$ cat src/rtl/custom_range_search_unit_pkg.sv
// Shared types for the range search unit: controller states, search modes and
// the read-latency limit supported by the return pipeline.
package custom_search_pkg;

  localparam int RD_LAT_MAX = 2;

  typedef enum logic [2:0] {
    ST_IDLE     = 3'd0,
    ST_ROW_INIT = 3'd1,
    ST_SCAN     = 3'd2,
    ST_DRAIN    = 3'd3,
    ST_NEXT     = 3'd4,
    ST_DONE     = 3'd5
  } state_t;

  typedef enum logic {
    SEARCH_CONSEC = 1'b0,
    SEARCH_THRESH = 1'b1
  } search_mode_t;

  // Keeps the return pipeline depth inside the range the controller supports.
  function automatic int clamp_lat(input int lat);
    if (lat < 1)          return 1;
    if (lat > RD_LAT_MAX) return RD_LAT_MAX;
    return lat;
  endfunction

endpackage

$ cat src/rtl/custom_range_search_unit_tracker.sv
// Running min/max of the current window plus the spread test that decides
// whether the window ending at the newest element qualifies.
module custom_window_tracker
  import custom_search_pkg::*;
#(
  parameter int DATA_W = 16,
  parameter int OFF_W  = 10
) (
  input  logic              clk,
  input  logic              rst_n,
  input  logic              clear_i,
  input  logic              update_i,
  input  logic [DATA_W-1:0] data_i,
  input  logic              signed_i,
  input  logic              mode_i,
  input  logic [DATA_W-1:0] threshold_i,
  input  logic [OFF_W-1:0]  offset_i,
  output logic [DATA_W-1:0] min_o,
  output logic [DATA_W-1:0] max_o,
  output logic              qualify_o
);

  localparam int CMP_W = (DATA_W + 1 > OFF_W) ? DATA_W + 1 : OFF_W;

  logic [DATA_W-1:0] min_q, min_d, max_q, max_d;
  logic              valid_q, valid_d;
  logic [DATA_W:0]   ext_data, ext_min, ext_max, spread;

  // One extra bit (sign copy or zero) lets a single signed comparator and
  // subtractor serve both compare modes.
  always_comb begin
    // NOTE: every variable gets a default first so no path leaves a latch.
    min_o     = data_i;
    max_o     = data_i;
    qualify_o = 1'b0;
    ext_data  = {signed_i & data_i[DATA_W-1], data_i};
    ext_min   = {signed_i & min_q[DATA_W-1], min_q};
    ext_max   = {signed_i & max_q[DATA_W-1], max_q};
    if (valid_q) begin
      min_o = ($signed(ext_data) < $signed(ext_min)) ? data_i : min_q;
      max_o = ($signed(ext_data) > $signed(ext_max)) ? data_i : max_q;
    end
    spread = {signed_i & max_o[DATA_W-1], max_o} - {signed_i & min_o[DATA_W-1], min_o};
    if (mode_i == SEARCH_CONSEC) qualify_o = (CMP_W'(spread) == CMP_W'(offset_i));
    else                         qualify_o = (spread <= {1'b0, threshold_i});
  end

  always_comb begin
    min_d   = min_q;
    max_d   = max_q;
    valid_d = valid_q;
    if (clear_i) begin
      valid_d = 1'b0;
    end else if (update_i) begin
      min_d   = min_o;
      max_d   = max_o;
      valid_d = 1'b1;
    end
  end

  always_ff @(posedge clk) begin
    // NOTE: state is written with <= so every register samples pre-edge values.
    if (!rst_n) begin
      min_q   <= '0;
      max_q   <= '0;
      valid_q <= 1'b0;
    end else begin
      min_q   <= min_d;
      max_q   <= max_d;
      valid_q <= valid_d;
    end
  end

endmodule

$ cat src/rtl/custom_range_search_unit.sv
// Scans the first N RAM words row by row (window start i, end j) and keeps the
// longest window whose spread meets the selected criterion.
module custom_range_search_unit
  import custom_search_pkg::*;
#(
  parameter int DATA_W = 16,
  parameter int ADDR_W = 9,
  parameter int RD_LAT = 1
) (
  input  logic              clock,
  input  logic              resetn,
  input  logic              start,
  input  logic [ADDR_W:0]   num_elems,
  input  logic              mode,
  input  logic              signed_mode,
  input  logic [DATA_W-1:0] threshold,
  input  logic [DATA_W-1:0] read_data,
  output logic [ADDR_W-1:0] address,
  output logic              write_enable,
  output logic              busy,
  output logic              finish,
  output logic [ADDR_W-1:0] start_pos,
  output logic [ADDR_W:0]   length,
  output logic [DATA_W-1:0] win_min,
  output logic [DATA_W-1:0] win_max
);

  localparam int              LAT     = clamp_lat(RD_LAT);
  localparam logic [ADDR_W:0] DEPTH   = {1'b1, {ADDR_W{1'b0}}};
  localparam logic [ADDR_W:0] CNT_ONE = {{ADDR_W{1'b0}}, 1'b1};

  state_t              state_q, state_d;
  logic [ADDR_W:0]     n_q, n_d, i_q, i_d, j_q, j_d, best_len_q, best_len_d;
  search_mode_t        mode_q, mode_d;
  logic                signed_q, signed_d;
  logic [DATA_W-1:0]   thresh_q, thresh_d, wmin_q, wmin_d, wmax_q, wmax_d;
  logic [ADDR_W-1:0]   addr_q, addr_d, start_q, start_d;
  logic [1:0]          drain_q, drain_d;
  logic                tag_vld_q [LAT];
  logic [ADDR_W:0]     tag_j_q   [LAT];

  logic                accept, last_issue, drain_last, early_stop, qualify;
  logic [ADDR_W:0]     i_next, offset, win_len;
  logic [DATA_W-1:0]   new_min, new_max;

  assign accept     = start && (state_q == ST_IDLE || state_q == ST_DONE);
  assign i_next     = i_q + CNT_ONE;
  assign last_issue = (j_q == n_q - CNT_ONE);
  assign drain_last = (drain_q == 2'(LAT - 1));
  // Stop once no remaining row can be longer than the best window found.
  assign early_stop = (i_next >= n_q) || ((n_q - i_next) <= best_len_q);
  assign offset     = tag_j_q[LAT-1] - i_q;
  assign win_len    = offset + CNT_ONE;

  custom_window_tracker #(
    .DATA_W (DATA_W),
    .OFF_W  (ADDR_W + 1)
  ) u_tracker (
    .clk         (clock),
    .rst_n       (resetn),
    .clear_i     (state_q == ST_ROW_INIT),
    .update_i    (tag_vld_q[LAT-1]),
    .data_i      (read_data),
    .signed_i    (signed_q),
    .mode_i      (mode_q),
    .threshold_i (thresh_q),
    .offset_i    (offset),
    .min_o       (new_min),
    .max_o       (new_max),
    .qualify_o   (qualify)
  );

  always_ff @(posedge clock) begin
    if (!resetn) state_q <= ST_IDLE;
    else         state_q <= state_d;
  end

  always_comb begin
    state_d = state_q;
    case (state_q)
      ST_IDLE, ST_DONE: if (start) state_d = ST_ROW_INIT;
      ST_ROW_INIT:      state_d = (n_q == '0) ? ST_DONE : ST_SCAN;
      ST_SCAN:          if (last_issue) state_d = ST_DRAIN;
      ST_DRAIN:         if (drain_last) state_d = ST_NEXT;
      ST_NEXT:          state_d = early_stop ? ST_DONE : ST_ROW_INIT;
      default:          state_d = ST_IDLE;
    endcase
  end

  always_comb begin
    busy         = (state_q == ST_ROW_INIT) || (state_q == ST_SCAN) ||
                   (state_q == ST_DRAIN)    || (state_q == ST_NEXT);
    finish       = (state_q == ST_DONE);
    address      = (state_q == ST_SCAN) ? j_q[ADDR_W-1:0] : addr_q;
    write_enable = 1'b0;
    start_pos    = start_q;
    length       = best_len_q;
    win_min      = wmin_q;
    win_max      = wmax_q;
  end

  always_comb begin
    n_d        = n_q;
    mode_d     = mode_q;
    signed_d   = signed_q;
    thresh_d   = thresh_q;
    i_d        = i_q;
    j_d        = j_q;
    addr_d     = addr_q;
    drain_d    = drain_q;
    best_len_d = best_len_q;
    start_d    = start_q;
    wmin_d     = wmin_q;
    wmax_d     = wmax_q;
    case (state_q)
      ST_ROW_INIT: j_d = i_q;
      ST_SCAN: begin
        addr_d  = j_q[ADDR_W-1:0];
        j_d     = j_q + CNT_ONE;
        drain_d = '0;
      end
      ST_DRAIN: drain_d = drain_q + 2'd1;
      ST_NEXT:  i_d = i_next;
      default: ;
    endcase
    // Strict compare: on equal length the earlier window is kept.
    if (tag_vld_q[LAT-1] && qualify && (win_len > best_len_q)) begin
      best_len_d = win_len;
      start_d    = i_q[ADDR_W-1:0];
      wmin_d     = new_min;
      wmax_d     = new_max;
    end
    if (accept) begin
      n_d        = (num_elems > DEPTH) ? DEPTH : num_elems;
      mode_d     = search_mode_t'(mode);
      signed_d   = signed_mode;
      thresh_d   = threshold;
      i_d        = '0;
      best_len_d = '0;
      start_d    = '0;
      wmin_d     = '0;
      wmax_d     = '0;
    end
  end

  always_ff @(posedge clock) begin
    if (!resetn) begin
      n_q        <= '0;
      mode_q     <= SEARCH_CONSEC;
      signed_q   <= 1'b0;
      thresh_q   <= '0;
      i_q        <= '0;
      j_q        <= '0;
      addr_q     <= '0;
      drain_q    <= '0;
      best_len_q <= '0;
      start_q    <= '0;
      wmin_q     <= '0;
      wmax_q     <= '0;
    end else begin
      n_q        <= n_d;
      mode_q     <= mode_d;
      signed_q   <= signed_d;
      thresh_q   <= thresh_d;
      i_q        <= i_d;
      j_q        <= j_d;
      addr_q     <= addr_d;
      drain_q    <= drain_d;
      best_len_q <= best_len_d;
      start_q    <= start_d;
      wmin_q     <= wmin_d;
      wmax_q     <= wmax_d;
    end
  end

  // Tag pipe tracks which j each returning RAM word belongs to.
  always_ff @(posedge clock) begin
    // NOTE: the tag pipe is reset so an aborted scan leaves no stale tag behind.
    if (!resetn) begin
      for (int k = 0; k < LAT; k++) begin
        tag_vld_q[k] <= 1'b0;
        tag_j_q[k]   <= '0;
      end
    end else begin
      tag_vld_q[0] <= (state_q == ST_SCAN);
      tag_j_q[0]   <= j_q;
      for (int k = 1; k < LAT; k++) begin
        tag_vld_q[k] <= tag_vld_q[k-1];
        tag_j_q[k]   <= tag_j_q[k-1];
      end
    end
  end

endmodule

$ cat config.mk
export PLATFORM = sky130hd
export DESIGN_NAME = custom_range_search_unit
export DESIGN_NICKNAME = d
export VERILOG_FILES = /design/src/rtl/custom_range_search_unit_pkg.sv /design/src/rtl/custom_range_search_unit_tracker.sv /design/src/rtl/custom_range_search_unit.sv
export SDC_FILE = /design/constraint.sdc
export NUM_CORES = 1
export LEC_CHECK = 0
export ABC_AREA = 1
export CELL_PAD_IN_SITES_DETAIL_PLACEMENT = 1
export CELL_PAD_IN_SITES_GLOBAL_PLACEMENT = 1
export CORE_AREA = 2 2 176 178
export CTS_CLUSTER_SIZE = 25
export DETAILED_ROUTE_END_ITERATION = 10
export DIE_AREA = 0 0 178 180
export PLACE_DENSITY_LB_ADDON = 0.1
export SLEW_MARGIN = 25
export SYNTH_ARGS = -nofsm -noshare
export SYNTH_HDL_FRONTEND = slang
export SYNTH_HIERARCHICAL = 1
export SYNTH_SLANG_ARGS = --single-unit
$ cat constraint.sdc
create_clock -name clock -period 5.6 [get_ports clock]
set_clock_uncertainty 0.05 [all_clocks]
set_input_delay 1.12 -clock clock [delete_from_list [all_inputs] [get_ports clock]]
set_output_delay 1.12 -clock clock [all_outputs]
set_load 0.02 [all_outputs]
==> impl_results.md <==
* Final nets at 2049
* Die height at 180 um
* Critical Path Start Type: input port
* First-pass GRT wire length at 63400 um
* Routed Antenna Nets at 0
* Initial DRC Count at 446
* Max-Cap Viols at 0
* Yosys reg bits at 157
* Worst EP arrival at 5980 ps
* Max frequency at 176 MHz
* Yosys cell types at 45
* H-tree levels at 4
* CP max stage cell: fa_2
* Most prevalent standard cell on the critical path: nand2_1
* Largest stage delay on the critical path at 360 ps
* Final-layout fill cell count at 3856
* Share of layout cells above drive strength 1 at 0.212
* Clock-pin slew on the worst setup and hold paths at 70 ps
* Crit path buf inv count at 10
* Largest area contributor in the netlist: dfxtp_1
* Type of the worst setup path: input port to flop
* Min Tclk post-route at 5690 ps
* WL final at 40200 um
* Port Buffers at 108
* Max-slew headroom at 0.509
* # clock sinks at 157
* Lkg Pwr at 7.19 nW
* Initial core utilization at 0.363
* Failing checks: setup timing
* Power Dens Cells at 430 mW/mm2
* Die W at 178 um
* Dominant synthesized flop cell: dfxtp_1
* Core area at 0.0302 mm2
* Post-synth ARST share at 0
* Cts hold-fix bufs at 0
* Number of flops mapped to enable cells by yosys at 0
* Worst-margin pin slew at 736 ps
* Drt first pass iters at 4
* Vias/cell at 5.04
* Largest net degree at the start of global routing at 65
* Register area share after synthesis at 0.287
* Slew Limit Fails at 0
* Post-Synthesis Cells at 1658
* FP Rows at 64
* Largest buffer count on any clock path at 2
* CP top delay family: simple AND/OR/NAND/NOR gates
* Placer Congestion at 0.848
* Initial antenna violation count at 0
* Hold path depth at 2
* Final setup margin at -88.6 ps
* Routed len/inst at 17.4 um
* Final setup fails at 45
* Fin util at 0.499
* Vias in the first global route at 12200
* Post-Syn Area at 0.0110 mm2
* Unrepaired setup endpoints after global routing: yes
* Worst Setup End Kind: flop
* Grt ovf at 0
* Outcome: complete, but fails checks
* Share of the synthesized area in the top cell type at 0.287
* Total track usage at 0.251
* TritonCTS Buffers at 17
* Worst Path Required at 5890 ps
* Syn Nets at 1812
* Crit. path cell count at 43
* Antenna diodes at 0
* Overall power at 6.48 mW
* Root Buffer: clkbuf_16
* Total die area at 0.0320 mm2
* Synth Warn # at 6
* CTS tree: built
* Via count at 11600
* Syn-to-layout area delta at 37.6%
* Io pins at 110
* Synth area leaders: dfxtp_1 (29%), ha_1 (12%), nand2_1 (10%)
* R2R cell count at 46
* DP HPWL at 29700 um
* Hold violation total from the final report at 0
* Tcrit/Tclk final at 1.02
* Later-pin clock latency in the skew report at 440 ps
* Worst VDD drop at 276 uV
* Crit Path Max Fanout at 8
* Post-Syn Area per Cell at 6.61 um2
* Hold Crit Class: flop to flop
* Drc violations at 0
## cells in the final DEF (no fill, tap or decap), types with 5 or more instances in the layout
cell,n
inv_1,286
nand2_1,263
nor2_1,165
dfxtp_1,157
buf_4,146
a21oi_1,103
o21ai_0,94
clkdlybuf4s50_1,92
nand3_1,82
ha_1,73
o21ai_1,46
nand2_2,31
o21ai_2,29
ha_4,29
nor2_2,27
nand4_1,27
xor2_1,26
inv_2,23
clkbuf_16,19
a21oi_2,14
xnor2_1,10
a211oi_1,10
o22ai_1,10
buf_6,10
nor3_1,9
a21o_1,9
a31oi_1,8
or2_2,7
nand3_2,7
buf_12,7
nor2_4,6
nand3b_1,6
buf_2,6
inv_6,5
nand3_4,5
o21ai_4,5
## path summary, 6_finish.rpt
path | from | endpoint | slack, ps
min | win_max[11]$_SDFFE_PP0P_ | win_max[11]$_SDFFE_PP0P_ | 430
min reg2reg | win_max[11]$_SDFFE_PP0P_ | win_max[11]$_SDFFE_PP0P_ | 430
max | read_data[1] | length[9]$_SDFFE_PP0P_ | -90
max reg2reg | u_tracker/min_q[2]$_SDFFE_PN0P_ | length[9]$_SDFFE_PP0P_ | 170
## state kept, by name, indices dropped and copies added (netlist names)
signal / cells
state_q: 3
tag_vld_q: 1
u_tracker/min_q: 16
addr_q: 9
thresh_q: 16
u_tracker/valid_q: 1
j_q: 10
n_q: 10
tag_j_q: 10
u_tracker/max_q: 16
win_max: 16
i_q: 10
drain_q: 2
start_pos: 9
mode_q: 1
length: 10
win_min: 16
signed_q: 1
## layer usage
metal | wire, um | GRT usage | vias to the layer above
met5 | 0 | 0 | -
met4 | 1930 | 0.110 | 0
met3 | 968 | 0.0302 | 70
met2 | 20800 | 0.467 | 193
met1 | 16400 | 0.282 | 5545
li1 | - | - | 5810
## synthesized netlist by cell type (11+ instances only)
cell type and n:
a21oi_1 114, clkbuf_1 35, dfxtp_1 157, ha_1 104
inv_1 291, inv_2 19, nand2_1 295, nand3_1 91
nand4_1 27, nor2_1 193, o21ai_0 122, o21ai_1 33
o21ai_2 19, xnor2_1 11, xor2_1 26
## worst register-to-register path, delay by kind of cell, from the launching register on
| kind | cells | cell delay, ps |
|---|---|---|
| buffers and inverters | 10 | 990 |
| AND/OR/NAND/NOR | 27 | 2080 |
| flip-flops | 1 | 410 |
| XOR/XNOR | 1 | 210 |
| AO/OA/AOI/OAI | 4 | 510 |
| adder cells (fa/ha/maj) | 4 | 1080 |
## logic make-up after synthesis
| family | Yosys count | synth area share |
|---|---|---|
| AO/OA/AOI/OAI | 346 | 0.177 |
| adder cells (fa/ha/maj) | 107 | 0.124 |
| buffers and inverters | 360 | 0.127 |
| other | 1 | 0.000342 |
| flip-flops | 157 | 0.287 |
| AND/OR/NAND/NOR | 646 | 0.248 |
| XOR/XNOR | 41 | 0.0366 |
## where the power goes
part / switching, mW / internal, mW
logic: 2.32 / 1.51
clock network: 0.539 / 0.665
registers: 0.153 / 1.29
## metrics by stage
step	std cells	cell area, um2	setup slack [ps]	TNS [ps]	hold WS [ps]
after global placement	2244	13400	-936	-45980	403
after detailed placement	2244	13400	-1100	-53150	423
final	2303	15100	-88.6	-904	425
after CTS	2293	14700	-14.6	-43.5	434
after global routing	2303	15100	-437	-18000	460
after floorplan	1658	11000	39.7	0	394
## area by class of cell
| class | count | area, um2 | area share |
|---|---|---|---|
| multi-input cells | 1141 | 7230 | 0.480 |
| flip-flops and latches | 157 | 3140 | 0.209 |
| repair buffers | 268 | 2440 | 0.162 |
| inverters | 310 | 1180 | 0.0781 |
| well taps | 396 | 495 | 0.0329 |
| clock buffers | 17 | 425 | 0.0282 |
| clock inverters | 14 | 160 | 0.0106 |
## repair_timing
| action | in CTS | in global routing |
|---|---|---|
| pin swaps | 52 | 28 |
| setup endpoints to repair | 51 | 51 |
| buffers inserted | 14 | 8 |
| gates resized for setup | 185 | 87 |
| cloned | 4 | 4 |
No activity file was read; power rests on OpenSTA's default activity.
